<file path="src/rtl/rasp_link_rx.sv">
// rasp_link_rx: UART 8N1 receiver and checksummed frame parser for the Pi vision/status link, with a link watchdog
module rasp_link_rx #(
  parameter int          CLKS_PER_BIT   = 434,
  parameter int          TIMEOUT_CYCLES = 5000000,
  parameter logic [7:0]  SYNC_BYTE      = 8'hA5,
  parameter logic [7:0]  CSUM_KEY       = 8'h5A
) (
  input  logic       clk,
  input  logic       rst,
  input  logic       rx,
  output logic       rasp_on,
  output logic       obj_inSight,
  output logic       obj_isClose,
  output logic       link_ok,
  output logic       frame_err,
  output logic [7:0] err_cnt
);
  localparam int CW = $clog2(CLKS_PER_BIT);
  localparam int WW = $clog2(TIMEOUT_CYCLES + 1);
  localparam logic [CW-1:0] HALF_M1 = CW'(CLKS_PER_BIT / 2 - 1);
  localparam logic [CW-1:0] FULL_M1 = CW'(CLKS_PER_BIT - 1);
  localparam logic [WW-1:0] TO      = WW'(TIMEOUT_CYCLES);
  localparam logic [WW-1:0] TO_M1   = WW'(TIMEOUT_CYCLES - 1);
  localparam logic [1:0] S_IDLE = 2'd0, S_START = 2'd1, S_DATA = 2'd2, S_STOP = 2'd3;
  localparam logic [1:0] P_SYNC = 2'd0, P_STAT = 2'd1, P_CSUM = 2'd2;
  logic          r_rx_meta, r_rx_sync, r_rx_d;
  logic [1:0]    r_ustate, r_pstate;
  logic [CW-1:0] r_cnt;
  logic [2:0]    r_bit;
  logic [7:0]    r_shift, r_byte, r_status;
  logic          r_stb;
  logic          r_rasp_on, r_in_sight, r_is_close, r_link_ok, r_frame_err;
  logic [7:0]    r_err_cnt;
  logic [WW-1:0] r_wd;
  logic w_tick_half, w_tick, w_ferr, w_stb_next, w_csum_ok, w_commit, w_cerr, w_err;
  always_comb begin
    w_tick_half = r_cnt == HALF_M1;
    w_tick      = r_cnt == FULL_M1;
    w_ferr      = r_ustate == S_STOP && w_tick && !r_rx_sync;
    w_stb_next  = r_ustate == S_STOP && w_tick && r_rx_sync;
    w_csum_ok   = r_byte == (r_status ^ CSUM_KEY) && r_status[7:3] == 5'd0;
    w_commit    = r_stb && r_pstate == P_CSUM && w_csum_ok;
    w_cerr      = r_stb && r_pstate == P_CSUM && !w_csum_ok;
    w_err       = w_ferr || w_cerr;
  end
  always_ff @(posedge clk) begin
    if (rst) begin
      r_rx_meta <= 1'b1;
      r_rx_sync <= 1'b1;
      r_rx_d    <= 1'b1;
      r_ustate  <= S_IDLE;
      r_cnt     <= '0;
      r_bit     <= '0;
      r_shift   <= '0;
      r_stb     <= 1'b0;
      r_byte    <= '0;
    end else begin
      r_rx_meta <= rx;
      r_rx_sync <= r_rx_meta;
      r_rx_d    <= r_rx_sync;
      r_stb     <= w_stb_next;
      if (w_stb_next) r_byte <= r_shift;
      case (r_ustate)
        S_IDLE: if (r_rx_d && !r_rx_sync) begin
          r_ustate <= S_START;
          r_cnt    <= '0;
          r_bit    <= '0;
        end
        S_START: if (w_tick_half) begin
          r_ustate <= r_rx_sync ? S_IDLE : S_DATA;
          r_cnt    <= '0;
        end else r_cnt <= r_cnt + 1'b1;
        S_DATA: if (w_tick) begin
          r_cnt   <= '0;
          r_shift <= {r_rx_sync, r_shift[7:1]};
          r_bit   <= r_bit + 1'b1;
          if (r_bit == 3'd7) r_ustate <= S_STOP;
        end else r_cnt <= r_cnt + 1'b1;
        default: if (w_tick) begin
          r_ustate <= S_IDLE;
          r_cnt    <= '0;
        end else r_cnt <= r_cnt + 1'b1;
      endcase
    end
  end
  always_ff @(posedge clk) begin
    if (rst) begin
      r_pstate    <= P_SYNC;
      r_status    <= '0;
      r_rasp_on   <= 1'b0;
      r_in_sight  <= 1'b0;
      r_is_close  <= 1'b0;
      r_link_ok   <= 1'b0;
      r_frame_err <= 1'b0;
      r_err_cnt   <= '0;
      r_wd        <= '0;
    end else begin
      r_frame_err <= w_err;
      if (w_err && r_err_cnt != 8'hFF) r_err_cnt <= r_err_cnt + 1'b1;
      if (w_ferr) r_pstate <= P_SYNC;
      else if (r_stb) r_pstate <= r_pstate == P_SYNC ? (r_byte == SYNC_BYTE ? P_STAT : P_SYNC) :
                                  r_pstate == P_STAT ? P_CSUM : P_SYNC;
      if (r_stb && r_pstate == P_STAT) r_status <= r_byte;
      // a commit on the timeout cycle takes priority over clearing
      if (w_commit) begin
        r_rasp_on  <= r_status[2];
        r_in_sight <= r_status[2] & r_status[0];
        r_is_close <= r_status[2] & r_status[1];
        r_link_ok  <= 1'b1;
        r_wd       <= '0;
      end else begin
        r_wd <= r_wd == TO ? r_wd : r_wd + 1'b1;
        if (r_wd == TO_M1) begin
          r_rasp_on  <= 1'b0;
          r_in_sight <= 1'b0;
          r_is_close <= 1'b0;
          r_link_ok  <= 1'b0;
        end
      end
    end
  end
  assign rasp_on     = r_rasp_on;
  assign obj_inSight = r_in_sight;
  assign obj_isClose = r_is_close;
  assign link_ok     = r_link_ok;
  assign frame_err   = r_frame_err;
  assign err_cnt     = r_err_cnt;
endmodule
</file>
<file path="config.mk">
export PLATFORM = sky130hd
export DESIGN_NAME = rasp_link_rx
export DESIGN_NICKNAME = d
export VERILOG_FILES = /design/src/rtl/rasp_link_rx.sv
export SDC_FILE = /design/constraint.sdc
export NUM_CORES = 1
export LEC_CHECK = 0
export ABC_AREA = 1
export CELL_PAD_IN_SITES_DETAIL_PLACEMENT = 2
export CELL_PAD_IN_SITES_GLOBAL_PLACEMENT = 2
export CORE_MARGIN = 2
export CORE_UTILIZATION = 37
export CTS_BUF_LIST = sky130_fd_sc_hd__clkbuf_4 sky130_fd_sc_hd__clkbuf_8
export CTS_CLUSTER_SIZE = 16
export DETAILED_ROUTE_END_ITERATION = 10
export PLACE_DENSITY_LB_ADDON = 0.1
export SETUP_SLACK_MARGIN = 0.1
export SLEW_MARGIN = 20
export SYNTH_ARGS = -nofsm -noshare
export SYNTH_HDL_FRONTEND = slang
export SYNTH_SLANG_ARGS = --single-unit
export TNS_END_PERCENT = 30
</file>
<file path="constraint.sdc">
create_clock -name clk -period 1.9 [get_ports clk]
set_input_delay 0.19 -clock clk [delete_from_list [all_inputs] [get_ports clk]]
set_output_delay 0.19 -clock clk [all_outputs]
set_load 0.05 [all_outputs]
</file>
# == After elaboration in Yosys (flattened, before gate mapping) ==
# Index checks and enable logic that the tools add are counted.
# word_totals
mem_bits_rw,0
latchBits,0
word_cells,88
output_inout_bits,13
rom_bits,0
memories,0
reg_bits,80
in_bits,3
# op_classes
n_bitwise,3
mux,22
eq_ne,17
n_addsub,4
magnitude_cmp,0
n_shift,0
reduce_logical,24
div,0
mul,0
# op_table
operator,n
== test 23 bit (second input constant),2
2-to-1 mux 9 bit,3
adder 23 x 1 -> 23 bit (second input constant),1
case mux 9 bit (2 select lines),1
2-to-1 mux 2 bit,8
logical AND 1 bit,10
adder 9 x 1 -> 9 bit (second input constant),1
== test 9 x 8 -> 1 bit (second input constant),1
== test 9 bit (second input constant),1
adder 8 x 1 -> 8 bit (second input constant),1
== test 8 bit,1
== test 8 bit (second input constant),1
!= test 2 bit (second input constant),4
!= test 8 bit (second input constant),1
== test 2 bit (second input constant),3
2-to-1 mux 1 bit,6
2-to-1 mux 3 bit,2
case mux 2 bit (3 select lines),1
case mux 3 bit (2 select lines),1
logical NOT 5 bit,1
AND reduction 5 bit,1
== test 2 x 1 -> 1 bit (second input constant),2
logical NOT 2 bit,2
NOT 4 bit,1
other kinds (10),14

# == Logic depth before layout (Yosys ltp) ==
# depth
ltp_word,7
depth_mapped,11
depth_no_buf,11

# == Least setup slack after synthesis ==
# OpenSTA, ideal clock, no wires.
# synth_path
kind,reg2reg
start,"register r_err_cnt[0], in the netlist err_cnt[0]"
end,"register r_err_cnt[7], in the netlist err_cnt[7]"
required_time_ns,1.783
n_path_buf,0
setup_ns,0.117
synth_period_minus_slack_ns,1.827
path_stages_with_launch,11
arrival_time_ns,1.710
setup_slack_ns,0.073
cell_sequence,dfxtp_1 -> ha_1 -> nand2_1 -> inv_1 -> nand4_1 -> inv_1 -> nand2_1 -> nand2_1 -> nor2_1 -> a21oi_1 -> nor2_1
# synth_between
elab_chain_len,2
elab_cells_between_ends,3
cone_classes,add/sub (1); eq/ne (1); reduce/logical (1)
# synth_rtl
element,line_no,rtl
from (decl),33,logic [7:0] r_err_cnt;
from (signal assigned),99,if (w_err && r_err_cnt != 8'hFF) r_err_cnt <= r_err_cnt + 1'b1;
"parallel branches: the longest is 2 deep, another holds adder 8 x 1 -> 8 bit",-,
# Several ways; the timed one is not identified.
# A chain may end at the register's enable or synchronous reset.

# == Final worst setup path ==
# layout_path
start,"register r_err_cnt[7], in the netlist err_cnt[7]"
end,output port err_cnt[7]
# layout_rtl
element,line_no,rtl
to (decl),16,output logic [7:0] err_cnt
# No word-level cell between the ends.

==> flow_summary.ini <==
[floorplan]
die_area_um2 = 11000
coreArea_um2 = 9820
io_pins = 16
die_h_um = 105
die_x_um = 105
start_util_pct = 38.2
num_rows = 36

[setup_path]
cp.arrival_ns = 1.59
critPathBufInv = 1
cp-end-kind = output pin
worst-path-max-fanout = 5
crit_chain = clkdlybuf4s50_1
cpPeakStageDelay_ns = 0.84
worstSetupStartpointType = flop
path_delay_family = buffers and inverters
critPathKind = reg -> out
cpMaxStageDelayCell = clkdlybuf4s50_1
required_ns = 1.71

[global_route]
grt_max_degree = 17
overflow = 0
first_global_vias = 3640
antenna_found_initial = 0
grt_pass1_wl_mm = 17.6
grt_use_total_pct = 19.7

[yosys]
synth.top_cell.area_share_pct = 42.7
synth_area_leader_cell = dfxtp_1
syn-cell-area_um2 = 3750
ys_seq_elements = 80
yosysMostFrequentCell = nand2_1
synthFlopType = dfxtp_1
synth_cells = 511
yosysUniqueCellTypes = 33
synth_commonest_cells = 91 x nand2_1, 80 x dfxtp_1, 66 x nor2_1
ys.warnings.count = 0
syn_area_per_cell_um2 = 7.34
syn_nets = 522
yosysSeqAreaShare_pct = 42.7
synth_edf_count = 0
synth-async-reset-ratio_pct = 0
ys_top_cells_by_area = dfxtp_1 43%, nand2_1 9.1%, a21oi_1 7.9%, nor2_1 6.6%, inv_1 5.7%

[sta]
clock.fmax_mhz = 561
fin_hold_ws_ns = 0.406
post-route-period-util_pct = 93.8
setup-violations-final = 0
drv_slew = 0
slew_headroom_pct = 64.9
hold_viol_final = 0
rsz0062_at_grt = true
tightestPinTransition_ns = 0.526
skew_ns = 0.00956
period_minus_slack_ns = 1.78

[power]
powerDensity_nw_per_um2 = 773
peakVddDrop_v = 0.000327
leakagePower_nw = 1.71

[detailed_routing]
routed_wirelength_mm = 10.4
drt-pass1-iter-count = 4
wl_per_cell_um = 15.3
drc = 0
final_antenna_net_count = 0
drtIter0Drc = 59
num_vias = 3420
avgViaCountPerCell = 5.05

[place]
portBuffers = 15
dpl_cell_area_um2 = 4100
dp_hpwl_mm = 7.47
routabilityCongestion = 0.772

[outcome]
status = completed

[clock_tree]
clockBufferDepth = 2
path_clk_slew_ns = 0.08
numCtsBuffers = 9
clock_latency_ns = 0.35
clockRootBuffer = clkbuf_8
cts_tree = yes
htreeDepth = 3
cts.sinks = 80

[hold_path]
min_path_type = in -> reg

[finish]
final_util_pct = 44.6
diodes = 0
drive_gt1_share_pct = 14.2
final_area_um2 = 4380
layout-area-overhead-vs-synth_pct = 16.9
layout.nets = 551

[job]
cap_violations = 0
flip-flops by register name, summed over array words and instances (netlist names):
register	cells
r_rx_sync	1
obj_inSight	1
frame_err	1
obj_isClose	1
r_ustate	2
r_byte	8
r_rx_d	1
r_pstate	2
r_bit	3
r_wd	23
rasp_on	1
r_status	8
r_stb	1
r_shift	8
r_cnt	9
link_ok	1
err_cnt	8
r_rx_meta	1
per-stage QoR:
step	setup WS [ns]	TNS, ns	instances	power, mW
6_report	0.118	0	677	3.39
5_1_grt	0.0323	0	677	3.53
4_1_cts	0.0557	0	674	3.42
3_5_place_dp	-0.00580	-0.00748	659	1.97
3_3_place_gp	0.0568	0	659	1.96
2_1_floorplan	0.278	0	511	1.90
logic make-up after synthesis:
group / Yosys count / synth area share (%)
buffers and inverters: 76 / 8.21
AND/OR/NAND/NOR: 250 / 32.1
XOR/XNOR: 9 / 2.10
flip-flops: 80 / 42.7
adder cells (fa/ha/maj): 8 / 2.67
AO/OA/AOI/OAI: 88 / 12.2
cell usage in the layout (no fill, tap or decap), types with 2 or more instances in the layout:
| cell | instances |
|---|---|
| a21oi_1 | 59 |
| buf_4 | 13 |
| bufinv_16 | 2 |
| clkbuf_8 | 11 |
| clkdlybuf4s50_1 | 14 |
| dfxtp_1 | 78 |
| dfxtp_2 | 2 |
| ha_1 | 8 |
| inv_1 | 57 |
| inv_2 | 6 |
| nand2_1 | 87 |
| nand2_2 | 8 |
| nand2_4 | 4 |
| nand3_1 | 38 |
| nand3_2 | 6 |
| nand3_4 | 2 |
| nand3b_1 | 2 |
| nand4_1 | 12 |
| nor2_1 | 64 |
| nor2_2 | 5 |
| nor2_4 | 4 |
| nor3_1 | 9 |
| nor3_2 | 2 |
| nor3_4 | 2 |
| nor4_1 | 2 |
| o21ai_0 | 22 |
| o21ai_1 | 4 |
| or2_2 | 4 |
| xor2_1 | 9 |
layout make-up:
cell class | count | area [um^2]
inverter | 64 | 245
sequential | 80 | 1600
clock buffer | 12 | 159
clock inverter | 3 | 65.1
tap | 133 | 166
multi-input combinational | 357 | 1890
timing repair buffer | 28 | 250
fill | 1193 | 5440
repair_timing:
| item | 4_1_cts | 5_1_grt |
|---|---|---|
| gates resized for setup | 1 | 13 |
| hold buffers | 0 | 0 |
| pin swaps | 0 | 3 |
| buffers inserted | 0 | 1 |
| setup endpoints to repair | 20 | 58 |
| gates cloned | 0 | 2 |
path summary, 6_finish.rpt:
kind / startpoint / end / slack (ns) / cells past startpoint
hold reg to reg: r_rx_meta / r_rx_sync / 0.41 / 1
setup reg to reg: r_cnt[1] / r_byte[0] / 0.22 / 9
hold / removal: rx / r_rx_meta / 0.41 / 2
setup / recovery: err_cnt[7] / err_cnt[7] / 0.12 / 1
power by group:
group,switching [mW],leakage [nW],internal [mW]
Combinational,0.153,0.952,0.0701
Sequential,0.0210,0.647,1.70
Clock,0.627,0.116,0.819
layer usage:
layer / vias to the layer above / track usage [%] / part of all wire (%) / wire length [um]
met3: 14 / 2.50 / 1.9 / 193
met4: 0 / 7.33 / 1.5 / 158
li1: 1723 / - / - / -
met1: 1654 / 25.4 / 47 / 4890
met2: 29 / 33.8 / 49 / 5140
met5: - / 0 / 0 / 0
Power figures use the tool's default switching activity.
